==> config.mk <==
export PLATFORM = sky130hd
export DESIGN_NAME = hazard_ctrl
export DESIGN_NICKNAME = d
export VERILOG_FILES = /design/src/rtl/hazard_pkg.sv /design/src/rtl/instr_classify.sv /design/src/rtl/hazard_ctrl.sv
export SDC_FILE = /design/constraint.sdc
export NUM_CORES = 1
export LEC_CHECK = 0
export ABC_AREA = 0
export BUFFER_PORTS_ARGS = -buffer_cell sky130_fd_sc_hd__buf_2
export CAP_MARGIN = 20
export CORE_UTILIZATION = 50
export DETAILED_ROUTE_END_ITERATION = 16
export PLACE_DENSITY = 0.77
export SETUP_SLACK_MARGIN = 0.1
export SYNTH_ARGS = -nofsm -noshare
export SYNTH_HDL_FRONTEND = slang
export SYNTH_SLANG_ARGS = --single-unit
==> constraint.sdc <==
create_clock -name clk -period 4.7 [get_ports clk]
set_input_delay 1.175 -clock clk [delete_from_list [all_inputs] [get_ports clk]]
set_output_delay 1.175 -clock clk [all_outputs]
set_load 0.005 [all_outputs]
==> src/rtl/hazard_pkg.sv <==
// Shared decode constants, instruction classes and shadow-stage types for hazard_ctrl.
// MDU classes are only produced by the decoder when HAZARD_MDU_EN is defined.
package hazard_pkg;

  localparam logic [5:0] OP_RTYPE = 6'h00;
  localparam logic [5:0] OP_JAL   = 6'h03;
  localparam logic [5:0] OP_BEQ   = 6'h04;
  localparam logic [5:0] OP_BNE   = 6'h05;
  localparam logic [5:0] OP_ADDI  = 6'h08;
  localparam logic [5:0] OP_ANDI  = 6'h0c;
  localparam logic [5:0] OP_ORI   = 6'h0d;
  localparam logic [5:0] OP_LUI   = 6'h0f;
  localparam logic [5:0] OP_LB    = 6'h20;
  localparam logic [5:0] OP_LH    = 6'h21;
  localparam logic [5:0] OP_LW    = 6'h23;
  localparam logic [5:0] OP_SB    = 6'h28;
  localparam logic [5:0] OP_SH    = 6'h29;
  localparam logic [5:0] OP_SW    = 6'h2b;

  localparam logic [5:0] F_JR    = 6'h08;
  localparam logic [5:0] F_MFHI  = 6'h10;
  localparam logic [5:0] F_MTHI  = 6'h11;
  localparam logic [5:0] F_MFLO  = 6'h12;
  localparam logic [5:0] F_MTLO  = 6'h13;
  localparam logic [5:0] F_MULT  = 6'h18;
  localparam logic [5:0] F_MULTU = 6'h19;
  localparam logic [5:0] F_DIV   = 6'h1a;
  localparam logic [5:0] F_DIVU  = 6'h1b;
  localparam logic [5:0] F_ADD   = 6'h20;
  localparam logic [5:0] F_SUB   = 6'h22;
  localparam logic [5:0] F_AND   = 6'h24;
  localparam logic [5:0] F_OR    = 6'h25;
  localparam logic [5:0] F_SLT   = 6'h2a;
  localparam logic [5:0] F_SLTU  = 6'h2b;

  typedef enum logic [3:0] {
    CLS_NOP,
    CLS_CAL_R,
    CLS_CAL_I,
    CLS_LOAD,
    CLS_STORE,
    CLS_BRANCH,
    CLS_JAL,
    CLS_JR,
    CLS_MDU,
    CLS_MF,
    CLS_MT
  } instr_class_e;

  // Tuse: cycles until the operand is consumed, counted from D.
  localparam logic [1:0] TUSE_D = 2'd0;
  localparam logic [1:0] TUSE_E = 2'd1;
  localparam logic [1:0] TUSE_M = 2'd2;

  // Tnew: cycles until the result exists, counted on entry to E.
  localparam logic [1:0] TNEW_LINK = 2'd0;
  localparam logic [1:0] TNEW_ALU  = 2'd1;
  localparam logic [1:0] TNEW_LOAD = 2'd2;

  localparam logic [4:0] REG_RA = 5'd31;

  // Codes are stage indices; a consumer's select is producer index minus its own.
  localparam logic [1:0] FWD_RF = 2'd0;
  localparam logic [1:0] FWD_E  = 2'd1;
  localparam logic [1:0] FWD_M  = 2'd2;
  localparam logic [1:0] FWD_W  = 2'd3;

  typedef struct packed {
    logic       valid;
    logic [4:0] dest;
    logic [1:0] tnew;
    logic [4:0] rs;
    logic [4:0] rt;
    logic       mdu;
  } e_stage_t;

  typedef struct packed {
    logic       valid;
    logic [4:0] dest;
    logic [1:0] tnew;
    logic [4:0] rt;
  } m_stage_t;

  typedef struct packed {
    logic       valid;
    logic [4:0] dest;
    logic [1:0] tnew;
  } w_stage_t;

  function automatic logic [1:0] tnew_dec(input logic [1:0] t);
    return (t == 2'd0) ? 2'd0 : t - 2'd1;
  endfunction

endpackage

==> src/rtl/instr_classify.sv <==
// Combinational decoder: instruction class, source usage/Tuse, destination/Tnew.
// mult/div/mf/mt are recognised only when HAZARD_MDU_EN is defined.
module instr_classify
  import hazard_pkg::*;
(
  input  logic [31:0]  instr_i,
  output instr_class_e class_o,
  output logic [4:0]   rs_o,
  output logic [4:0]   rt_o,
  output logic         rs_used_o,
  output logic         rt_used_o,
  output logic [1:0]   tuse_rs_o,
  output logic [1:0]   tuse_rt_o,
  output logic [4:0]   dest_o,
  output logic [1:0]   tnew_o,
  output logic         is_div_o
);

  logic [5:0] op;
  logic [5:0] funct;
  logic [4:0] rd;
  logic       unused_shamt;

  assign op           = instr_i[31:26];
  assign rs_o         = instr_i[25:21];
  assign rt_o         = instr_i[20:16];
  assign rd           = instr_i[15:11];
  assign funct        = instr_i[5:0];
  assign unused_shamt = ^instr_i[10:6];
  assign is_div_o     = (funct == F_DIV) || (funct == F_DIVU);

  always_comb begin
    class_o = CLS_NOP;
    case (op)
      OP_RTYPE: begin
        case (funct)
          F_ADD, F_SUB, F_AND, F_OR, F_SLT, F_SLTU: class_o = CLS_CAL_R;
          F_JR:                                     class_o = CLS_JR;
`ifdef HAZARD_MDU_EN
          F_MULT, F_MULTU, F_DIV, F_DIVU:           class_o = CLS_MDU;
          F_MFHI, F_MFLO:                           class_o = CLS_MF;
          F_MTHI, F_MTLO:                           class_o = CLS_MT;
`endif
          default:                                  class_o = CLS_NOP;
        endcase
      end
      OP_ADDI, OP_ANDI, OP_ORI, OP_LUI: class_o = CLS_CAL_I;
      OP_LW, OP_LH, OP_LB:              class_o = CLS_LOAD;
      OP_SW, OP_SH, OP_SB:              class_o = CLS_STORE;
      OP_BEQ, OP_BNE:                   class_o = CLS_BRANCH;
      OP_JAL:                           class_o = CLS_JAL;
      default:                          class_o = CLS_NOP;
    endcase
  end

  // A destination of $0 is reported as 0, which downstream means "no producer".
  always_comb begin
    rs_used_o = 1'b0;
    rt_used_o = 1'b0;
    tuse_rs_o = TUSE_E;
    tuse_rt_o = TUSE_E;
    dest_o    = 5'd0;
    tnew_o    = 2'd0;
    case (class_o)
      CLS_CAL_R: begin
        rs_used_o = 1'b1;
        rt_used_o = 1'b1;
        dest_o    = rd;
        tnew_o    = TNEW_ALU;
      end
      CLS_CAL_I: begin
        rs_used_o = 1'b1;
        dest_o    = rt_o;
        tnew_o    = TNEW_ALU;
      end
      CLS_LOAD: begin
        rs_used_o = 1'b1;
        dest_o    = rt_o;
        tnew_o    = TNEW_LOAD;
      end
      CLS_STORE: begin
        rs_used_o = 1'b1;
        rt_used_o = 1'b1;
        tuse_rt_o = TUSE_M;
      end
      CLS_BRANCH: begin
        rs_used_o = 1'b1;
        rt_used_o = 1'b1;
        tuse_rs_o = TUSE_D;
        tuse_rt_o = TUSE_D;
      end
      CLS_JAL: begin
        dest_o = REG_RA;
        tnew_o = TNEW_LINK;
      end
      CLS_JR: begin
        rs_used_o = 1'b1;
        tuse_rs_o = TUSE_D;
      end
      CLS_MDU: begin
        rs_used_o = 1'b1;
        rt_used_o = 1'b1;
      end
      CLS_MF: begin
        dest_o = rd;
        tnew_o = TNEW_ALU;
      end
      CLS_MT: begin
        rs_used_o = 1'b1;
      end
      default: begin
        rs_used_o = 1'b0;
      end
    endcase
  end

endmodule

==> src/rtl/hazard_ctrl.sv <==
// Five-stage MIPS hazard controller: Tuse/Tnew stall, forwarding selects, MDU busy interlock.
// Define HAZARD_MDU_EN to decode mult/div/mf/mt and build the busy counter.
module hazard_ctrl
  import hazard_pkg::*;
#(
  parameter int MULT_CYCLES = 5,
  parameter int DIV_CYCLES  = 10,
  parameter int CNT_W       = 4
) (
  input  logic        clk,
  input  logic        reset,
  input  logic [31:0] instr_d,
  output logic        stall,
  output logic [1:0]  fwd_rs_d,
  output logic [1:0]  fwd_rt_d,
  output logic [1:0]  fwd_rs_e,
  output logic [1:0]  fwd_rt_e,
  output logic        fwd_rt_m,
  output logic        mdu_busy
);

  localparam logic [1:0] SEL_E_FROM_M = FWD_M - FWD_E;
  localparam logic [1:0] SEL_E_FROM_W = FWD_W - FWD_E;
  localparam logic [1:0] SEL_M_FROM_W = FWD_W - FWD_M;

  instr_class_e cls;
  logic [4:0]   rs_raw, rt_raw, src_rs, src_rt, dest;
  logic         rs_used, rt_used, is_div;
  logic [1:0]   tuse_rs, tuse_rt, tnew;
  logic         reg_hazard, mdu_hazard;
  logic [1:0]   rt_m_sel;

  e_stage_t e_q, e_d;
  m_stage_t m_q, m_d;
  w_stage_t w_q, w_d;

  instr_classify u_classify (
    .instr_i   (instr_d),
    .class_o   (cls),
    .rs_o      (rs_raw),
    .rt_o      (rt_raw),
    .rs_used_o (rs_used),
    .rt_used_o (rt_used),
    .tuse_rs_o (tuse_rs),
    .tuse_rt_o (tuse_rt),
    .dest_o    (dest),
    .tnew_o    (tnew),
    .is_div_o  (is_div)
  );

  // Unused sources collapse to $0 so they can neither stall nor forward.
  assign src_rs = rs_used ? rs_raw : 5'd0;
  assign src_rt = rt_used ? rt_raw : 5'd0;

  function automatic logic too_late(input logic [4:0] src, input logic [1:0] tuse,
                                    input logic v, input logic [4:0] d, input logic [1:0] tn);
    return (src != 5'd0) && v && (d == src) && (tn > tuse);
  endfunction

  function automatic logic [1:0] pick_fwd(input logic [4:0] src,
                                          input logic nv, input logic [4:0] nd,
                                          input logic [1:0] nt, input logic [1:0] ncode,
                                          input logic fv, input logic [4:0] fd,
                                          input logic [1:0] ft, input logic [1:0] fcode);
    if (src == 5'd0) return FWD_RF;
    if (nv && nd == src) return (nt == 2'd0) ? ncode : FWD_RF;
    if (fv && fd == src) return (ft == 2'd0) ? fcode : FWD_RF;
    return FWD_RF;
  endfunction

  always_comb begin
    reg_hazard = too_late(src_rs, tuse_rs, e_q.valid, e_q.dest, e_q.tnew)
               | too_late(src_rs, tuse_rs, m_q.valid, m_q.dest, m_q.tnew)
               | too_late(src_rt, tuse_rt, e_q.valid, e_q.dest, e_q.tnew)
               | too_late(src_rt, tuse_rt, m_q.valid, m_q.dest, m_q.tnew);
    stall = reg_hazard | mdu_hazard;
  end

  always_comb begin
    fwd_rs_d = pick_fwd(src_rs, e_q.valid, e_q.dest, e_q.tnew, FWD_E,
                        m_q.valid, m_q.dest, m_q.tnew, FWD_M);
    fwd_rt_d = pick_fwd(src_rt, e_q.valid, e_q.dest, e_q.tnew, FWD_E,
                        m_q.valid, m_q.dest, m_q.tnew, FWD_M);
    fwd_rs_e = pick_fwd(e_q.rs, m_q.valid, m_q.dest, m_q.tnew, SEL_E_FROM_M,
                        w_q.valid, w_q.dest, w_q.tnew, SEL_E_FROM_W);
    fwd_rt_e = pick_fwd(e_q.rt, m_q.valid, m_q.dest, m_q.tnew, SEL_E_FROM_M,
                        w_q.valid, w_q.dest, w_q.tnew, SEL_E_FROM_W);
    rt_m_sel = pick_fwd(m_q.rt, w_q.valid, w_q.dest, w_q.tnew, SEL_M_FROM_W,
                        1'b0, 5'd0, 2'd0, FWD_RF);
    fwd_rt_m = (rt_m_sel != FWD_RF);
  end

  // A stalled D instruction stays put, so E takes a bubble that cannot load the counter.
  always_comb begin
    e_d = '0;
    if (!stall) begin
      e_d.valid = (dest != 5'd0);
      e_d.dest  = dest;
      e_d.tnew  = tnew;
      e_d.rs    = src_rs;
      e_d.rt    = src_rt;
      e_d.mdu   = (cls == CLS_MDU);
    end
    m_d.valid = e_q.valid;
    m_d.dest  = e_q.dest;
    m_d.tnew  = tnew_dec(e_q.tnew);
    m_d.rt    = e_q.rt;
    w_d.valid = m_q.valid;
    w_d.dest  = m_q.dest;
    w_d.tnew  = 2'd0;
  end

  always_ff @(posedge clk or posedge reset) begin
    if (reset) begin
      e_q <= '0;
      m_q <= '0;
      w_q <= '0;
    end else begin
      e_q <= e_d;
      m_q <= m_d;
      w_q <= w_d;
    end
  end

`ifdef HAZARD_MDU_EN
  logic [CNT_W-1:0] cnt_q, cnt_d;

  always_comb begin
    cnt_d = cnt_q;
    if (e_d.mdu) begin
      cnt_d = is_div ? CNT_W'(DIV_CYCLES) : CNT_W'(MULT_CYCLES);
    end else if (cnt_q != '0) begin
      cnt_d = cnt_q - CNT_W'(1);
    end
  end

  always_ff @(posedge clk or posedge reset) begin
    if (reset) begin
      cnt_q <= '0;
    end else begin
      cnt_q <= cnt_d;
    end
  end

  assign mdu_busy   = (cnt_q != '0) | e_q.mdu;
  assign mdu_hazard = mdu_busy & ((cls == CLS_MDU) | (cls == CLS_MF) | (cls == CLS_MT));
`else
  logic unused_mdu;

  assign unused_mdu = ^{is_div, e_q.mdu};
  assign mdu_busy   = 1'b0;
  assign mdu_hazard = 1'b0;
`endif

endmodule

## After elaboration in Yosys (flattened, before gate mapping)

Cells that the tools add are included.

| operators by class | value |
|---|---|
| magnitude comparators | 4 |
| equality and inequality tests | 39 |
| $add $sub $neg | 1 |
| muxes and demuxes | 70 |
| reductions and logical operators | 44 |
| bitwise logic cells | 3 |

Operator list:

| kind | number |
|---|---|
| $eq A6 B6 Y1 const B | 12 |
| $mux W2 | 30 |
| $eq A5 B5 Y1 | 9 |
| $mux W1 | 32 |
| $eq A6 B4 Y1 const B | 5 |
| $logic_not A5 Y1 | 5 |
| $logic_and A1 B1 Y1 | 21 |
| $mux W19 | 1 |
| $pmux W3 S6 | 1 |
| $pmux W5 S3 | 1 |
| $reduce_bool A5 Y1 | 3 |
| $eq A3 B3 Y1 const B | 4 |
| $eq A3 B4 Y1 const B | 3 |
| $eq A6 B3 Y1 const B | 2 |
| $mux W5 | 2 |
| $reduce_or A3 Y1 | 3 |
| $gt A2 B2 Y1 | 4 |
| $pmux W2 S2 | 2 |
| $reduce_or A2 Y1 | 4 |
| $reduce_or A4 Y1 | 2 |
| $reduce_or A8 Y1 | 1 |
| $eq A3 B2 Y1 const B | 2 |
| $eq A6 B2 Y1 const B | 1 |
| $logic_not A6 Y1 | 1 |
| 7 further kinds | 10 |

| word-level totals | value |
|---|---|
| logic and storage cells | 172 |
| flip-flop bits (word level) | 37 |
| output and inout bits | 11 |
| input bits | 34 |

## Longest topological paths before layout

Gate-level depths: netlist (run 1).

| logic depth | value |
|---|---|
| depth in word-level cells | 17 |
| depth in mapped cells | 15 |
| gate-level depth less buffers | 13 |

## Modules after synthesis

From an unflattened synthesis (run 1), not the netlist that was laid out.

| unflattened totals | value |
|---|---|
| cell total of the unflattened synthesis | 281 |
| area, all modules | 2728.9 sq um |

Modules (own cells, without submodules):

| module | area each (sq um) | cells an instance | sequential area each (sq um) | instances |
|---|---|---|---|---|
| hazard_ctrl | 2114.5 | 204 | 925.9 | 1 |
| instr_classify | 614.3 | 77 | 0.0 | 1 |

## Worst setup path before layout (run 1)

No wires, ideal clock.

| timing | value |
|---|---|
| path type | input-to-output |
| start | input port instr_d[29] |
| end | output port stall |
| data arrival time | 3.362 ns |
| required time | 3.525 ns |
| slack | 0.163 ns |
| path buffers | 1 |
| stages | 13 |
| path through | buf_2 > or3b_2 > a21oi_1 > a31oi_1 > nor2_1 > o21ai_0 > a21oi_1 > nor2_1 > ha_1 > o21bai_1 > a32oi_1 > o21ai_2 > or2_2 |

| on the way | value |
|---|---|
| word-level cells in the longest chain between the ends | 14 |
| elaborated cells on any way between the ends | 61 |
| those cells by class | order compare: 4; eq/ne: 25; mux: 7; bitwise: 3; reduce/logical: 22 |

RTL lines:

| item | RTL line | source |
|---|---|---|
| from (decl) | hazard_ctrl.sv:12 | `input logic [31:0] instr_d,` |
| $eq A6 B4 Y1 (tied with other cells) | instr_classify.sv:34 | `case (op)` |
| $reduce_or A4 Y1 (tied with other cells) | instr_classify.sv:34 |  |
| $pmux W3 S6 * | instr_classify.sv:34 |  |
| $eq A3 B4 Y1 (tied with other cells) | instr_classify.sv:64 | `case (class_o)` |
| $reduce_or A8 Y1 (no line) | n/a |  |
| $mux W1 | instr_classify.sv:64 |  |
| $mux W5 | hazard_ctrl.sv:52 | `assign src_rs = rs_used ? rs_raw : 5'd0;` |
| $reduce_bool A5 Y1 | hazard_ctrl.sv:57 | `return (src != 5'd0) && v && (d == src) && (tn > tuse);` |
| $logic_and A1 B1 Y1 (3 in a row) | hazard_ctrl.sv:57 |  |
| $or A1 B1 Y1 | hazard_ctrl.sv:73 | `\| too_late(src_rs, tuse_rs, m_q.valid, m_q.dest, m_q.tnew)` |
| $or A1 B1 Y1 | hazard_ctrl.sv:74 | `\| too_late(src_rt, tuse_rt, e_q.valid, e_q.dest, e_q.tnew)` |
| $or A1 B1 Y1 * | hazard_ctrl.sv:75 | `\| too_late(src_rt, tuse_rt, m_q.valid, m_q.dest, m_q.tnew);` |
| to (decl) | hazard_ctrl.sv:13 | `output logic stall,` |

Every way passes the cells marked *; elsewhere a longest branch is shown, timed or not.

## Worst setup path in the final report (run 1)

| timing | value |
|---|---|
| start | input port instr_d[31] |
| end | output port stall |

The elaborated chain is that of the path after synthesis.

==> results of run 1 <==
## placed cells by master (no fill, tap or decap), types with 5 or more instances in the layout
cell,instances
nor2_1,18
xor2_1,17
clkbuf_8,5
o21ai_0,6
inv_1,9
nor3_2,11
nand3_1,5
a21oi_1,14
ha_1,5
a221oi_1,5
buf_4,12
nor4_1,9
nor2b_1,5
xnor2_1,21
nand2_1,18
dfrtp_1,37
buf_2,37
nor3_1,14
## where the power goes
part           total (µW)  internal, µW  switching [µW]
Combinational         150          67.8            82.4
Sequential            353           332            21.2
Clock                 340           214             127
## flip-flops by register name, indices dropped and copies added (netlist names)
register	cells
e_q	18
w_q	6
m_q	13
## critical path: cells and delay by family
kind | cells | cell delay, ps
fa+ha+maj | 1 | 270
simple gates | 4 | 900
buf+inv | 3 | 400
compound gates | 5 | 620
## through the flow
stage,setup WS [ps],cell area [µm²],setup TNS [ps],util (%)
final,165,3160,0,61.8
after global routing,78.2,3160,0,61.8
after CTS,92.9,3070,0,60.2
after detailed placement,-65.8,2920,-65.8,57.2
after global placement,-40.0,2920,-40.0,57.2
after floorplan,163,2660,0,-
## how the worst min path moves through the flow
| stage | startpoint | endpoint | slack, ps | cells past startpoint |
|---|---|---|---|---|
| after global placement | e_q[18] | m_q[12] | 410 | 0 |
| after floorplan | e_q[18] | m_q[12] | 370 | 0 |
| final | e_q[18] | m_q[12] | 430 | 0 |
| after CTS | e_q[18] | m_q[12] | 440 | 0 |
| after global routing | e_q[18] | m_q[12] | 460 | 0 |
| after detailed placement | e_q[18] | m_q[12] | 420 | 0 |
## logic make-up after synthesis
kind of cell	Yosys count	synth area share (%)
compound gates	57	15.5
fa+ha+maj	6	2.82
buf+inv	23	5.08
simple gates	124	29.1
flops	37	34.8
other cells	1	0.141
xor+xnor	38	12.5
## layout make-up
class	instances	area [µm²]	share of cell area [%]
clock buffers	5	68.8	2.18
clock inverters	3	68.8	2.18
inverters	11	41.3	1.31
multi-input cells	226	1680	53.2
flip-flops and latches	37	926	29.3
well taps	70	87.6	2.77
repair buffers	50	287	9.08
## metal layers
| metal | track usage [%] | vias up |
|---|---|---|
| li1 | - | 1136 |
| met1 | 29.6 | 1151 |
| met2 | 43.4 | 71 |
| met3 | 5.22 | 8 |
| met4 | 10.3 | 0 |
| met5 | 0 | - |
## timing repair
item / 4_1_cts / 5_1_grt
buffers inserted: 0 / 2
endpoints found under the setup margin: 3 / 5
gates resized for setup: 6 / 14
hold buffers: 0 / 0
pin swaps: 3 / 14
==> summary.txt, run 1 <==
Critical path
  • CP Class: in2out
  • CP max stage cell: nor4_4
  • Worst path required time: 3520 ps
  • Crit path from: instr_d[31]
  • Flop-to-flop setup slack: 2430 ps
  • CP endpoint kind: output pin
  • CP arrival: 3360 ps
  • CP max FO: 12
  • Worst setup SP type: input pin
  • FF-to-FF End: e_q[4]
  • Path depth of the worst reg2reg path: 8
  • Crit path to: stall
  • CP peak stage delay: 320 ps
  • Critical Path, Cell by Cell: buf_2 > buf_4 > nor4_4 > and3_1 > o21ai_1 > a21oi_1 > nor2_2 > ha_1 > o21bai_1 > a32oi_1 > o21ai_2 > or2_4 > buf_6
  • R2r startpoint: e_q[16]

Die
  • Effective utilization at floorplan: 52.1%
  • Die ar.: 5620 µm²
  • Die height: 75.0 µm
  • # IOs: 45
  • Die X: 75.0 µm
  • Core Area: 5110 µm²
  • Row count: 26

Clock network
  • CTS tree: yes
  • Root Driver: clkbuf_8
  • Sink Count: 37
  • CTS Buffer Depth: 2
  • CTS Buf Count: 5
  • Htree depth: 2
  • Worst-Skew Late Latency: 300 ps
  • Clk pin slew, worst setup/hold paths: 80 ps

Global route
  • Pin count of the biggest net entering global routing: 38
  • First-pass GRT wire length: 10300 µm
  • Antenna violations before repair: 0
  • Vias in the first global route: 2148
  • Total gr overflow: 0
  • GRT Util Overall: 24.8%

Routing
  • DR vias/cell: 5.89
  • DR top layer: met4
  • DR WL met3: 319 µm
  • Pre-antenna DRT Iters: 4
  • Routed wl met2: 3350 µm
  • DR DRC count: 0
  • Post-route ant nets: 0
  • Via count: 2366
  • Total Routed Length: 6450 µm
  • Initial DRC Count: 117
  • Met1 Wirelength: 2660 µm
  • Routed WL per cell: 16.0 µm

Yosys
  • Syn Inst Count: 286
  • Register area share after synthesis: 34.8%
  • Top cell type's share of synthesized area: 34.8%
  • Top cells by count, synth: dfrtp_1 (37), xnor2_1 (21), nor2_1 (19)
  • Ys Warns: 0
  • Yosys cell types: 65
  • Area leader, netlist: dfrtp_1
  • Post-synthesis area per instance: 9.31 µm²
  • Seq cells post-synth: 37
  • EDFF count, synth: 0
  • Synth Flop Type: dfrtp_1
  • Post-synthesis cell area: 2660 µm²
  • Top-count cell post-synth: dfrtp_1
  • Syn_nets: 326
  • Asr flop ratio synth: 100%
  • Ranking of synthesized cells by area: dfrtp_1 (35%), xnor2_1 (6.9%), xor2_1 (5.6%), nor3_2 (3.8%), a21oi_1 (3.2%)

Outcome
  • Run status: finished, final reports clean

Power and ir drop
  • VDD IR-drop max: 136 µV
  • Leakage Power: 0.00146 µW
  • Total power: 844 µW
  • Pwr/cell area: 267 nW/µm²

Placement
  • Inst Count DP: 392
  • HPWL after DPL: 4750 µm
  • Buffers on Ports: 38
  • GPL Wtd Cong: 0.890

Timing
  • Pins Over Slew Limit: 0
  • WHS: 433 ps
  • Fin Clk Skew: 7.84 ps
  • Slew headroom: 65.3%
  • RSZ-0062 raised after global routing: true
  • Final min period: 4530 ps
  • Hold Fails Final Rpt: 0
  • Worst Max-Slew Pin Slew: 521 ps
  • Period Utilization, post-route: 96.5%
  • Setup violators final: 0
  • FMAX: 221 MHz

Worst hold path
  • Worst hold path type: reg2reg

Final layout
  • # fillers: 450
  • Layout area overhead: 18.6%
  • Antenna Cells: 0
  • Fin cells: 402
  • Layout cells sized above 1: 29.2%
  • NumNets Final: 371

Run
  • Max Cap Viol: 0
Power figures use the tool's default switching activity.
==> run 2: changes to the inputs <==
Settings changed: SYNTH_HIERARCHICAL from default to 1.
==> run 2 against run 1 <==
  * The run now ends with negative setup slack left
  * Non-clock buffer count grew 26
  * Cell count up 1.7%
  * Synthesized area increased by 1.8%
  * Sequential power up 1%
  * Synthesized cell count shrank 2.8%
  * Global-route usage increased by 0.28 points
  * Clock skew barely moved
  * Combinational power rose by 31%
  * Critical path type unchanged
==> summary.txt, run 2 <==
Outcome
  • Run status: finished with violations (was finished, final reports clean)
  • Failing checks: negative setup slack

Power and ir drop
  • Pwr/cell area: 257 nW/µm² (was 267 nW/µm²)
  • Leakage Power: 0.00157 µW (was 0.00146 µW)
  • VDD IR-drop max: 152 µV (was 136 µV)
  • Total power: 883 µW (was 844 µW)

Clock network
  • Htree depth: 2 (unchanged)
  • Worst-Skew Late Latency: 290 ps (was 300 ps)
  • CTS tree: yes (unchanged)
  • Clk pin slew, worst setup/hold paths: 70 ps (was 80 ps)
  • Sink Count: 37 (unchanged)
  • Root Driver: clkbuf_8 (unchanged)
  • CTS Buffer Depth: 2 (unchanged)
  • CTS Hold Bufs: 0 (unchanged)
  • CTS Buf Count: 5 (unchanged)

Timing
  • RSZ-0062 raised after global routing: true (unchanged)
  • WHS: 401 ps (was 433 ps)
  • Worst Max-Slew Pin Slew: 695 ps (was 521 ps)
  • Final min period: 4870 ps (was 4530 ps)
  • Setup violators final: 2 (was 0)
  • Worst setup margin: -169 ps (was 165 ps)
  • Slew headroom: 53.2% (was 65.3%)
  • Fin Clk Skew: 7.37 ps (was 7.84 ps)
  • Pins Over Slew Limit: 0 (unchanged)
  • FMAX: 205 MHz (was 221 MHz)
  • Period Utilization, post-route: 104% (was 96.5%)
  • Hold Fails Final Rpt: 0 (unchanged)

Critical path
  • Worst setup SP type: input pin (unchanged)
  • CP arrival: 3690 ps (was 3360 ps)
  • CP max FO: 9 (was 12)
  • R2r startpoint: m_q[6] (was e_q[16])
  • CP max stage cell: or4b_4 (was nor4_4)
  • Worst path required time: 3520 ps (about the same)
  • Crit path buf inv count: 3 (unchanged)
  • CP delay by family, top: compound AO/OA/AOI/OAI gates (was simple AND/OR/NAND/NOR gates)
  • Critical Path, Cell by Cell: buf_12 > or4b_4 > a41oi_4 > buf_4 > a21o_4 > o21ai_2 > nor4bb_1 > o2bb2ai_1 > o221a_2 > a211o_1 > or2_4 > buf_6 (was buf_2 > buf_4 > nor4_4 > and3_1 > o21ai_1 > a21oi_1 > nor2_2 > ha_1 > o21bai_1 > a32oi_1 > o21ai_2 > or2_4 > buf_6)
  • CP endpoint kind: output pin (unchanged)
  • CP peak stage delay: 550 ps (was 320 ps)
  • Crit path from: instr_d[27] (was instr_d[31])
  • CP Class: in2out (unchanged)

Yosys
  • Post-synthesis cell area: 2710 µm² (was 2660 µm²)
  • Syn Inst Count: 278 (was 286)
  • Ys Warns: 6 (was 0)
  • Post-synthesis area per instance: 9.75 µm² (was 9.31 µm²)
  • Syn_nets: 320 (was 326)

Die
  • Core Area: 5170 µm² (was 5110 µm²)
  • Die ar.: 5720 µm² (was 5620 µm²)
  • Die height: 75.6 µm (was 75.0 µm)
  • # IOs: 45 (unchanged)
  • Die X: 75.6 µm (was 75.0 µm)
  • Effective utilization at floorplan: 52.4% (was 52.1%)
  • Row count: 26 (unchanged)

Final layout
  • Layout cells sized above 1: 34.5% (was 29.2%)
  • # fillers: 382 (was 450)
  • Commonest non-fill, non-tap cells in the layout: dfrtp_1 (37), buf_4 (34), buf_2 (33) (was dfrtp_1 (37), buf_2 (37), xnor2_1 (21))
  • NumNets Final: 380 (was 371)
  • Layout area overhead: 27.0% (was 18.6%)
  • Most common cell after layout, fill and taps aside: dfrtp_1
  • Antenna Cells: 0 (unchanged)
  • Reg with most FFs: e_q (unchanged)
  • Final Cell Area: 3440 µm² (was 3160 µm²)
  • Largest registers: e_q x18, m_q x13, w_q x6 (unchanged)
  • Final core occ: 66.5% (was 61.8%)
  • Max reg flops: 18 (unchanged)

Routing
  • Total Routed Length: 6650 µm (was 6450 µm)
  • Met1 Wirelength: 2700 µm (was 2660 µm)
  • Pre-antenna DRT Iters: 4 (unchanged)
  • Routed WL per cell: 16.3 µm (was 16.0 µm)
  • Post-route ant nets: 0 (unchanged)
  • Initial DRC Count: 90 (was 117)
  • DR DRC count: 0 (unchanged)
  • DR WL met3: 199 µm (was 319 µm)
  • Routed wl met2: 3580 µm (was 3350 µm)
  • DR top layer: met4 (unchanged)
  • DR vias/cell: 5.67 (was 5.89)
  • Via count: 2319 (was 2366)

Placement
  • GPL Wtd Cong: 0.857 (was 0.890)
  • HPWL after DPL: 4690 µm (was 4750 µm)
  • Buffers on Ports: 38 (unchanged)
  • Placed cell areas: 3070 µm² (was 2920 µm²)

Worst hold path
  • Worst hold path type: reg2reg (unchanged)
  • Hold path start: e_q[18] (unchanged)

Global route
  • First-pass GRT wire length: 10500 µm (was 10300 µm)
  • Antenna violations before repair: 0 (unchanged)
  • Vias in the first global route: 2327 (was 2148)
  • Total gr overflow: 0 (unchanged)
  • GRT Util Overall: 25.1% (was 24.8%)
  • Pin count of the biggest net entering global routing: 38 (unchanged)

Run
  • Max Cap Viol: 0 (unchanged)
==> run 2: worst register-to-register path, stage by stage, from the launching register on <==
cell and delay, ps:
dfrtp_1 460, ha_1 290, nor2b_1 140, o211ai_1 220, nor4_1 80, a211o_1 270
buf_4 200, nor3b_1 200
==> run 2: worst paths after layout <==
check,endpoint,depth (start not counted),slack (ps)
worst max-delay path,stall,12,-170
worst min-delay path,m_q[12],0,400
worst max register to register,e_q[17],7,2750
worst min register to register,m_q[12],0,400
max in group asynchronous,e_q[14],3,3410
min in group asynchronous,e_q[6],3,970
==> run 2: layer usage <==
metal  global-route usage [%]  vias to the layer above
met5                        0                        -
met4                     13.2                        0
met3                     3.57                       12
met2                     46.5                       64
met1                     27.8                     1120
li1                         -                     1123
==> run 2: repair_timing <==
item / in CTS / in global routing
setup endpoints to repair: 5 / 5
pin swaps: 7 / 7
gates resized for setup: 18 / 14
buffers inserted: 5 / 1
cloned: 0 / 1
==> run 2: final cells by class <==
class | instances | area (µm²) | share of cell area (%)
Inverter | 14 | 55.1 | 1.60
Sequential cell | 37 | 926 | 26.9
Clock inverter | 3 | 68.8 | 2.00
Multi-Input combinational cell | 204 | 1680 | 48.9
Timing Repair Buffer | 76 | 553 | 16.1
Clock buffer | 5 | 68.8 | 2.00
Tap cell | 70 | 87.6 | 2.55
==> run 2: where the power goes <==
group	internal [µW]	leakage (µW)	switching (µW)	total, µW
clock network	214	0.0000687	116	329
registers	334	0.000504	23.0	357
logic	101	0.00100	96.5	197
==> run 2: metrics by stage <==
stage	cells	setup TNS [ps]	setup WS, ps
floorplan	278	0	42.9
global placement	394	-444	-173
detailed placement	394	-737	-253
CTS	407	-157	-157
global route	409	-483	-255
finish	409	-178	-169
